**src/rtl/scaler_linear_h_mc_if.sv**
```systemverilog
// Pixel stream bundle for the horizontal scaler: upstream pixels/syncs/config in,
// scaled pixels and delayed syncs out.
interface scaler_linear_h_mc_if #(
   parameter int CH_COUNT    = 3,
   parameter int PIXEL_WIDTH = 12
);
   localparam int DW = CH_COUNT * PIXEL_WIDTH;

   logic [15:0]   scale_step;
   logic          mode;
   logic [DW-1:0] di_i;
   logic          de_i;
   logic          hs_i;
   logic          vs_i;
   logic          rdy_o;
   logic [DW-1:0] do_o;
   logic          de_o;
   logic          hs_o;
   logic          vs_o;

   modport slave (
      input  scale_step, mode, di_i, de_i, hs_i, vs_i,
      output rdy_o, do_o, de_o, hs_o, vs_o
   );

   modport master (
      output scale_step, mode, di_i, de_i, hs_i, vs_i,
      input  rdy_o, do_o, de_o, hs_o, vs_o
   );
endinterface

```
**src/rtl/scaler_linear_h_mc.sv**
```systemverilog
// Multi-channel horizontal linear/nearest scaler: a position counter walks the input
// line by a per-line step and each sample is blended from the current pixel pair.
module scaler_linear_h_mc #(
   parameter int CH_COUNT    = 3,
   parameter int PIXEL_WIDTH = 12,
   parameter int COE_WIDTH   = 10,
   parameter int SCALE_STEP  = 4096,
   parameter int CNT_WIDTH   = 24
) (
   input logic                 clk,
   input logic                 rst,
   scaler_linear_h_mc_if.slave bus
);
   localparam int DW      = CH_COUNT * PIXEL_WIDTH;
   localparam int FRAC_W  = $clog2(SCALE_STEP);
   localparam int C_SHIFT = FRAC_W - COE_WIDTH + 1;
   localparam int PROD_W  = COE_WIDTH + PIXEL_WIDTH;
   localparam int SUM_W   = PROD_W + 1;
   localparam int SH_W    = SUM_W - (COE_WIDTH - 1);

   localparam logic [COE_WIDTH-1:0]   W_UNITY  = COE_WIDTH'(2 ** (COE_WIDTH - 1));
   localparam logic [SUM_W-1:0]       ROUND    = SUM_W'(2 ** (COE_WIDTH - 2));
   localparam logic [CNT_WIDTH-1:0]   STEP_ONE = CNT_WIDTH'(SCALE_STEP);
   localparam logic [PIXEL_WIDTH-1:0] PIX_MAX  = '1;

   typedef enum logic {S_WAIT = 1'b0, S_LINE = 1'b1} state_t;

   state_t               state_q, state_d;
   logic [CNT_WIDTH-1:0] pos_q, pos_d;
   logic [CNT_WIDTH-1:0] lim_q, lim_d;
   logic [CNT_WIDTH-1:0] step_q, step_d;
   logic                 mode_q, mode_d;
   logic                 pair_q, pair_d;
   logic [DW-1:0]        pix_a_q, pix_a_d;
   logic [DW-1:0]        pix_b_q, pix_b_d;

   logic pending, last_pending, rdy, accept, emit;
   logic [COE_WIDTH-1:0] c1_d;

   // Ready holds while no more than one sample of the current pair remains to be issued.
   assign pending      = pos_q < lim_q;
   assign last_pending = (pos_q + step_q) >= lim_q;
   assign rdy          = (state_q == S_WAIT) || !pending || last_pending;
   assign accept       = bus.de_i && rdy && !bus.hs_i && (state_q == S_LINE);
   assign emit         = (state_q == S_LINE) && pair_q && pending && !bus.hs_i;
   assign bus.rdy_o    = rdy && !rst;

   always_comb begin : ctrl_next
      // NOTE: every variable takes its hold value first, so no branch can leave one unassigned and infer a latch.
      state_d = state_q;
      pos_d   = pos_q;
      lim_d   = lim_q;
      step_d  = step_q;
      mode_d  = mode_q;
      pair_d  = pair_q;
      pix_a_d = pix_a_q;
      pix_b_d = pix_b_q;
      if (bus.hs_i) begin
         state_d = S_LINE;
         pos_d   = '0;
         lim_d   = '0;
         pair_d  = 1'b0;
         step_d  = (bus.scale_step == '0) ? STEP_ONE : CNT_WIDTH'(bus.scale_step);
         mode_d  = bus.mode;
      end else begin
         if (emit) pos_d = pos_q + step_q;
         if (accept) begin
            if (!pair_q) begin
               pix_a_d = bus.di_i;
               pix_b_d = bus.di_i;
               pair_d  = 1'b1;
            end else begin
               pix_a_d = pix_b_q;
               pix_b_d = bus.di_i;
               lim_d   = lim_q + STEP_ONE;
            end
         end
      end
   end

   always_ff @(posedge clk or posedge rst) begin : ctrl_regs
      // NOTE: state registers use non-blocking assignments so every flop samples pre-edge values.
      if (rst) begin
         state_q <= S_WAIT;
         pos_q   <= '0;
         lim_q   <= '0;
         step_q  <= STEP_ONE;
         mode_q  <= 1'b0;
         pair_q  <= 1'b0;
         pix_a_q <= '0;
         pix_b_q <= '0;
      end else begin
         state_q <= state_d;
         pos_q   <= pos_d;
         lim_q   <= lim_d;
         step_q  <= step_d;
         mode_q  <= mode_d;
         pair_q  <= pair_d;
         pix_a_q <= pix_a_d;
         pix_b_q <= pix_b_d;
      end
   end

   // Weight of the right-hand pixel comes straight from the fractional position.
   always_comb begin : weights
      if (mode_q) c1_d = pos_q[FRAC_W-1] ? W_UNITY : '0;
      else        c1_d = {1'b0, pos_q[FRAC_W-1:C_SHIFT]};
   end

   logic                   v1_q, v2_q, v3_q, de_q;
   logic [COE_WIDTH-1:0]   c0_q, c1_q;
   logic [DW-1:0]          a1_q, b1_q, do_q;
   logic [PROD_W-1:0]      p0_q [CH_COUNT];
   logic [PROD_W-1:0]      p1_q [CH_COUNT];
   logic [SH_W-1:0]        sh_q [CH_COUNT];
   logic [3:0]             hs_dly_q, vs_dly_q;

   always_ff @(posedge clk or posedge rst) begin : datapath
      if (rst) begin
         v1_q     <= 1'b0;
         v2_q     <= 1'b0;
         v3_q     <= 1'b0;
         de_q     <= 1'b0;
         c0_q     <= '0;
         c1_q     <= '0;
         a1_q     <= '0;
         b1_q     <= '0;
         do_q     <= '0;
         hs_dly_q <= '0;
         vs_dly_q <= '0;
         for (int c = 0; c < CH_COUNT; c++) begin
            p0_q[c] <= '0;
            p1_q[c] <= '0;
            sh_q[c] <= '0;
         end
      end else begin
         v1_q     <= emit;
         v2_q     <= v1_q;
         v3_q     <= v2_q;
         de_q     <= v3_q;
         hs_dly_q <= {hs_dly_q[2:0], bus.hs_i};
         vs_dly_q <= {vs_dly_q[2:0], bus.vs_i};
         if (emit) begin
            c1_q <= c1_d;
            c0_q <= W_UNITY - c1_d;
            a1_q <= pix_a_q;
            b1_q <= pix_b_q;
         end
         for (int c = 0; c < CH_COUNT; c++) begin
            if (v1_q) begin
               p0_q[c] <= PROD_W'(c0_q) * PROD_W'(a1_q[c*PIXEL_WIDTH +: PIXEL_WIDTH]);
               p1_q[c] <= PROD_W'(c1_q) * PROD_W'(b1_q[c*PIXEL_WIDTH +: PIXEL_WIDTH]);
            end
            if (v2_q)
               sh_q[c] <= SH_W'((SUM_W'(p0_q[c]) + SUM_W'(p1_q[c]) + ROUND) >> (COE_WIDTH - 1));
            if (v3_q)
               do_q[c*PIXEL_WIDTH +: PIXEL_WIDTH] <= (|sh_q[c][SH_W-1:PIXEL_WIDTH]) ?
                                                     PIX_MAX : sh_q[c][PIXEL_WIDTH-1:0];
         end
      end
   end

   assign bus.do_o = do_q;
   assign bus.de_o = de_q;
   assign bus.hs_o = hs_dly_q[3];
   assign bus.vs_o = vs_dly_q[3];
endmodule

```
**src/flat_wrapper.sv**
```systemverilog
// flat-port wrapper written by rule: the top's interface ports become plain ports
module scaler_linear_h_mc_flat 
#(
   parameter int CH_COUNT    = 3,
   parameter int PIXEL_WIDTH = 12,
   parameter int COE_WIDTH   = 10,
   parameter int SCALE_STEP  = 4096,
   parameter int CNT_WIDTH   = 24
)
  (clk, rst, bus_scale_step, bus_mode, bus_di_i, bus_de_i, bus_hs_i, bus_vs_i, bus_rdy_o, bus_do_o, bus_de_o, bus_hs_o, bus_vs_o);
  scaler_linear_h_mc_if #(.CH_COUNT(CH_COUNT), .PIXEL_WIDTH(PIXEL_WIDTH)) bus_i ();
  input logic clk;
  input logic rst;
  input wire logic [$bits(bus_i.scale_step)-1:0] bus_scale_step;
  input wire logic [$bits(bus_i.mode)-1:0] bus_mode;
  input wire logic [$bits(bus_i.di_i)-1:0] bus_di_i;
  input wire logic [$bits(bus_i.de_i)-1:0] bus_de_i;
  input wire logic [$bits(bus_i.hs_i)-1:0] bus_hs_i;
  input wire logic [$bits(bus_i.vs_i)-1:0] bus_vs_i;
  output wire logic [$bits(bus_i.rdy_o)-1:0] bus_rdy_o;
  output wire logic [$bits(bus_i.do_o)-1:0] bus_do_o;
  output wire logic [$bits(bus_i.de_o)-1:0] bus_de_o;
  output wire logic [$bits(bus_i.hs_o)-1:0] bus_hs_o;
  output wire logic [$bits(bus_i.vs_o)-1:0] bus_vs_o;
  assign bus_i.scale_step = bus_scale_step;
  assign bus_i.mode = bus_mode;
  assign bus_i.di_i = bus_di_i;
  assign bus_i.de_i = bus_de_i;
  assign bus_i.hs_i = bus_hs_i;
  assign bus_i.vs_i = bus_vs_i;
  assign bus_rdy_o = bus_i.rdy_o;
  assign bus_do_o = bus_i.do_o;
  assign bus_de_o = bus_i.de_o;
  assign bus_hs_o = bus_i.hs_o;
  assign bus_vs_o = bus_i.vs_o;
  scaler_linear_h_mc #(.CH_COUNT(CH_COUNT), .PIXEL_WIDTH(PIXEL_WIDTH), .COE_WIDTH(COE_WIDTH), .SCALE_STEP(SCALE_STEP), .CNT_WIDTH(CNT_WIDTH)) u_core (.clk(clk), .rst(rst), .bus(bus_i));
endmodule
```
**config.mk**
```make
export PLATFORM = sky130hd
export DESIGN_NAME = scaler_linear_h_mc_flat
export DESIGN_NICKNAME = d
export VERILOG_FILES = /design/src/rtl/scaler_linear_h_mc_if.sv /design/src/rtl/scaler_linear_h_mc.sv /design/src/flat_wrapper.sv
export SDC_FILE = /design/constraint.sdc
export NUM_CORES = 2
export LEC_CHECK = 0
export ABC_AREA = 1
export CAP_MARGIN = 20
export CORE_ASPECT_RATIO = 0.5
export CORE_MARGIN = 4
export CORE_UTILIZATION = 30
export CTS_CLUSTER_DIAMETER = 50
export CTS_CLUSTER_SIZE = 40
export DETAILED_ROUTE_END_ITERATION = 10
export HOLD_SLACK_MARGIN = 0.02
export RECOVER_POWER = 50
export SYNTH_ARGS = -nofsm -noshare
export SYNTH_HDL_FRONTEND = slang
export SYNTH_SLANG_ARGS = --single-unit
export TNS_END_PERCENT = 100
```
**constraint.sdc**
```tcl
create_clock -name clk -period 26.4 [get_ports clk]
set_clock_uncertainty 0.15 [all_clocks]
set_input_delay 7.92 -clock clk [delete_from_list [all_inputs] [get_ports clk]]
set_output_delay 7.92 -clock clk [all_outputs]
set_load 0.05 [all_outputs]
```
==> impl_metrics.yaml <==
floorplanning:
  die_area_mm2: 0.162
  num_rows: 101
  fp.dieW_um: 566
  coreArea_mm2: 0.153
  initial_core_util_pct: 30.5
  die_y_um: 287
  ios: 98
hold_path:
  holdCritStartpoint: "u_core.vs_dly_q[1]"
  holdCritPathClass: "register to register"
clocking:
  holdBufCountCts: 0
  h-tree-depth: 2
  clock_sinks: 440
  clock-root-buffer: "clkbuf_16"
  worstSkewPairLatency_ns: 0.66
  cts_resized: 0
  path_clk_slew_ns: 0.07
  clock_path_buffers: 3
  cts_made_buffers: 54
  post_cts_buffers: 0
  cts_tree: "built"
yosys:
  yosys.area.top_type: "dfrtp_1"
  synth_flop_cell: "dfrtp_1"
  synth_common_cells: "nand2_1, inv_1, ha_1, fa_1, dfrtp_1"
  synthTopCellsByArea: "dfrtp_1, fa_1, ha_1, nand2_1, inv_1"
  avgSynthCellArea_um2: 7.79
  ys_ff_latch: 440
  syn_inst: 5991
  async_flop_share_pct: 100
  post-synth-top-count-cell: "nand2_1"
  yosysUniqueCellTypes: 55
  syn-num-nets: 7025
  synth_seq_area_share_pct: 23.6
  ys_warn_count: 0
  synth_top_area_share_pct: 23.5
  synth_area_mm2: 0.0467
  synth_edf_count: 0
place:
  io_buffer_count: 97
  post_dp_cell_area_mm2: 0.0494
  gp_congestion: 0.873
  dp_hpwl_um: 97900
setup_path:
  crit_required_ns: 18.33
  crit_path_start_kind: "input pin"
  r2r_slack_ns: 19.05
  endpoint: "bus_rdy_o"
  path_max_fanout: 83
  reg2reg_from: "u_core.c1_q[1]"
  worstSetupStartpoint: "rst"
  path_class: "input pin to output port"
  r2r_cells: 19
  end_kind: "output port"
  arrival_ns: 10.18
  reg2reg_to: "u_core.p1_q[17]"
pwr:
  irDropWorstVdd_uv: 43.4
  power.leakage_uw: 0.0276
  total_power_uw: 5270
  power_density_mw_per_mm2: 102
status:
  status: "complete, but fails checks"
  violations: "max-capacitance violations, max-slew violations"
route:
  viasPerCell: 4.67
  wl_per_cell_um: 15.6
  wirelength_um: 126000
  drt_first_iter_violations: 2651
  num_vias: 37500
  dr.pass1.iters: 6
  drc: 0
  ant_nets: 0
sta:
  period_share_pct: 69.1
  tightest_slew_ns: 8.87
  rsz0062_at_grt: "false"
  hold_viol_final: 0
  setup_viol: 0
  setup_tns_ns: 0
  finalMaxSlewViolations: 722
  slew-limit-headroom_pct: -491
  finalCriticalPeriod_ns: 18.25
  clock.fmax_mhz: 54.8
job:
  drv_cap: 12
global_routing:
  grt_pass1_vias: 38200
  grt_max_degree: 161
  use_met1_pct: 23.3
  grt_first_pass_wirelength_um: 208000
  grt-busiest-layer: "met2"
  grt_use_met3_pct: 3.00
  grt_usage_pct: 15.8
  grt_antenna_before_repair: 13
  grt_overflow: 0
  gr-usage-met2_pct: 24.1
layout:
  nets: 6960
  drive_gt1_share_pct: 3.05
  design_area_mm2: 0.0514
  syn2layout_area_growth_pct: 10.3
[kinds of logic (layout without fill, tap and decap cells)]
| family | after synthesis | in the layout | synth area share, % |
|---|---|---|---|
| adder cells (fa/ha/maj) | 976 | 976 | 33.7 |
| AND/OR/NAND/NOR | 2233 | 2233 | 19.4 |
| buffers and inverters | 1416 | 1397 | 11.6 |
| flip-flops | 440 | 440 | 23.6 |
| XOR/XNOR | 100 | 100 | 1.88 |
| AO/OA/AOI/OAI | 826 | 826 | 9.81 |
| other | 0 | 4 | 0 |
[report_power, final]
group          leakage [uW]  internal (uW)  switching, uW  total (uW)
clock network      0.000952            462            348         810
registers           0.00556            935            405        1340
logic                0.0210           1100           2020        3120
[layout make-up]
| type | instances | area, um^2 |
|---|---|---|
| fillers | 16400 | 102000 |
| multi-input cells | 4135 | 30200 |
| flip-flops and latches | 440 | 11000 |
| inverters | 1158 | 4360 |
| well taps | 2060 | 2580 |
| clock buffers | 63 | 1410 |
| repair buffers | 137 | 1270 |
| clock inverters | 39 | 596 |
| diodes | 4 | 10.0 |
[sequential cells by signal, summed over array words and instances, names as in the netlist, 16 cells and up]
| signal | cells |
|---|---|
| u_core.pos_q | 24 |
| u_core.p0_q | 66 |
| u_core.p1_q | 66 |
| u_core.step_q | 16 |
| u_core.bus.do_o | 36 |
| u_core.sh_q | 42 |
| u_core.pix_b_q | 36 |
| u_core.a1_q | 36 |
| u_core.pix_a_q | 36 |
| u_core.b1_q | 36 |
[worst max-delay path, cell delays in order]
cell,delay (ns)
dlygate4sd3_1,0.61
inv_8,0.41
nand2_1,0.24
inv_1,0.10
clkdlybuf4s50_1,0.80
[per-layer routing]
metal  vias to the layer above  wire [um]
met3                       136       8030
li1                      18500          -
met1                     18100      63000
met4                        12       1980
met5                         -         72
met2                       815      52600
[cells in the final DEF (no fill, tap or decap), types with 15 or more instances in the layout]
master and instances:
nand3_1 159, dfrtp_1 436, or2_2 30, nand2_1 1632
clkdlybuf4s50_1 94, o211ai_1 15, nor4_1 18, nand4_1 60
buf_4 26, xnor2_1 37, fa_1 469, a21o_1 19
clkbuf_1 19, clkbuf_16 54, a21oi_1 223, inv_1 1149
nor2_1 264, nor3_1 39, a31oi_1 83, xor2_1 63
o21ai_0 337, o21ai_1 69, ha_1 507
[per-stage QoR]
| stage | instances | hold WS [ns] | setup slack [ns] | utilization [%] |
|---|---|---|---|---|
| after global routing | 8032 | 0.212 | 6.62 | 33.6 |
| after global placement | 7928 | 0.183 | 8.16 | 32.3 |
| after CTS | 8030 | 0.203 | 8.15 | 33.6 |
| after detailed placement | 7928 | 0.186 | 8.16 | 32.3 |
| final | 8036 | 0.200 | 8.15 | 33.6 |
| after floorplan | 5991 | 0.181 | 0.498 | - |
[worst min-delay path by stage]
stage	endpoint	depth (start not counted)	slack [ns]
floorplan	u_core.hs_dly_q[1]	0	0.18
global placement	u_core.vs_dly_q[3]	0	0.18
detailed placement	u_core.hs_dly_q[3]	0	0.19
CTS	u_core.vs_dly_q[2]	0	0.20
global route	u_core.vs_dly_q[2]	0	0.21
finish	u_core.vs_dly_q[2]	0	0.20
No activity file was read; power rests on OpenSTA's default activity.
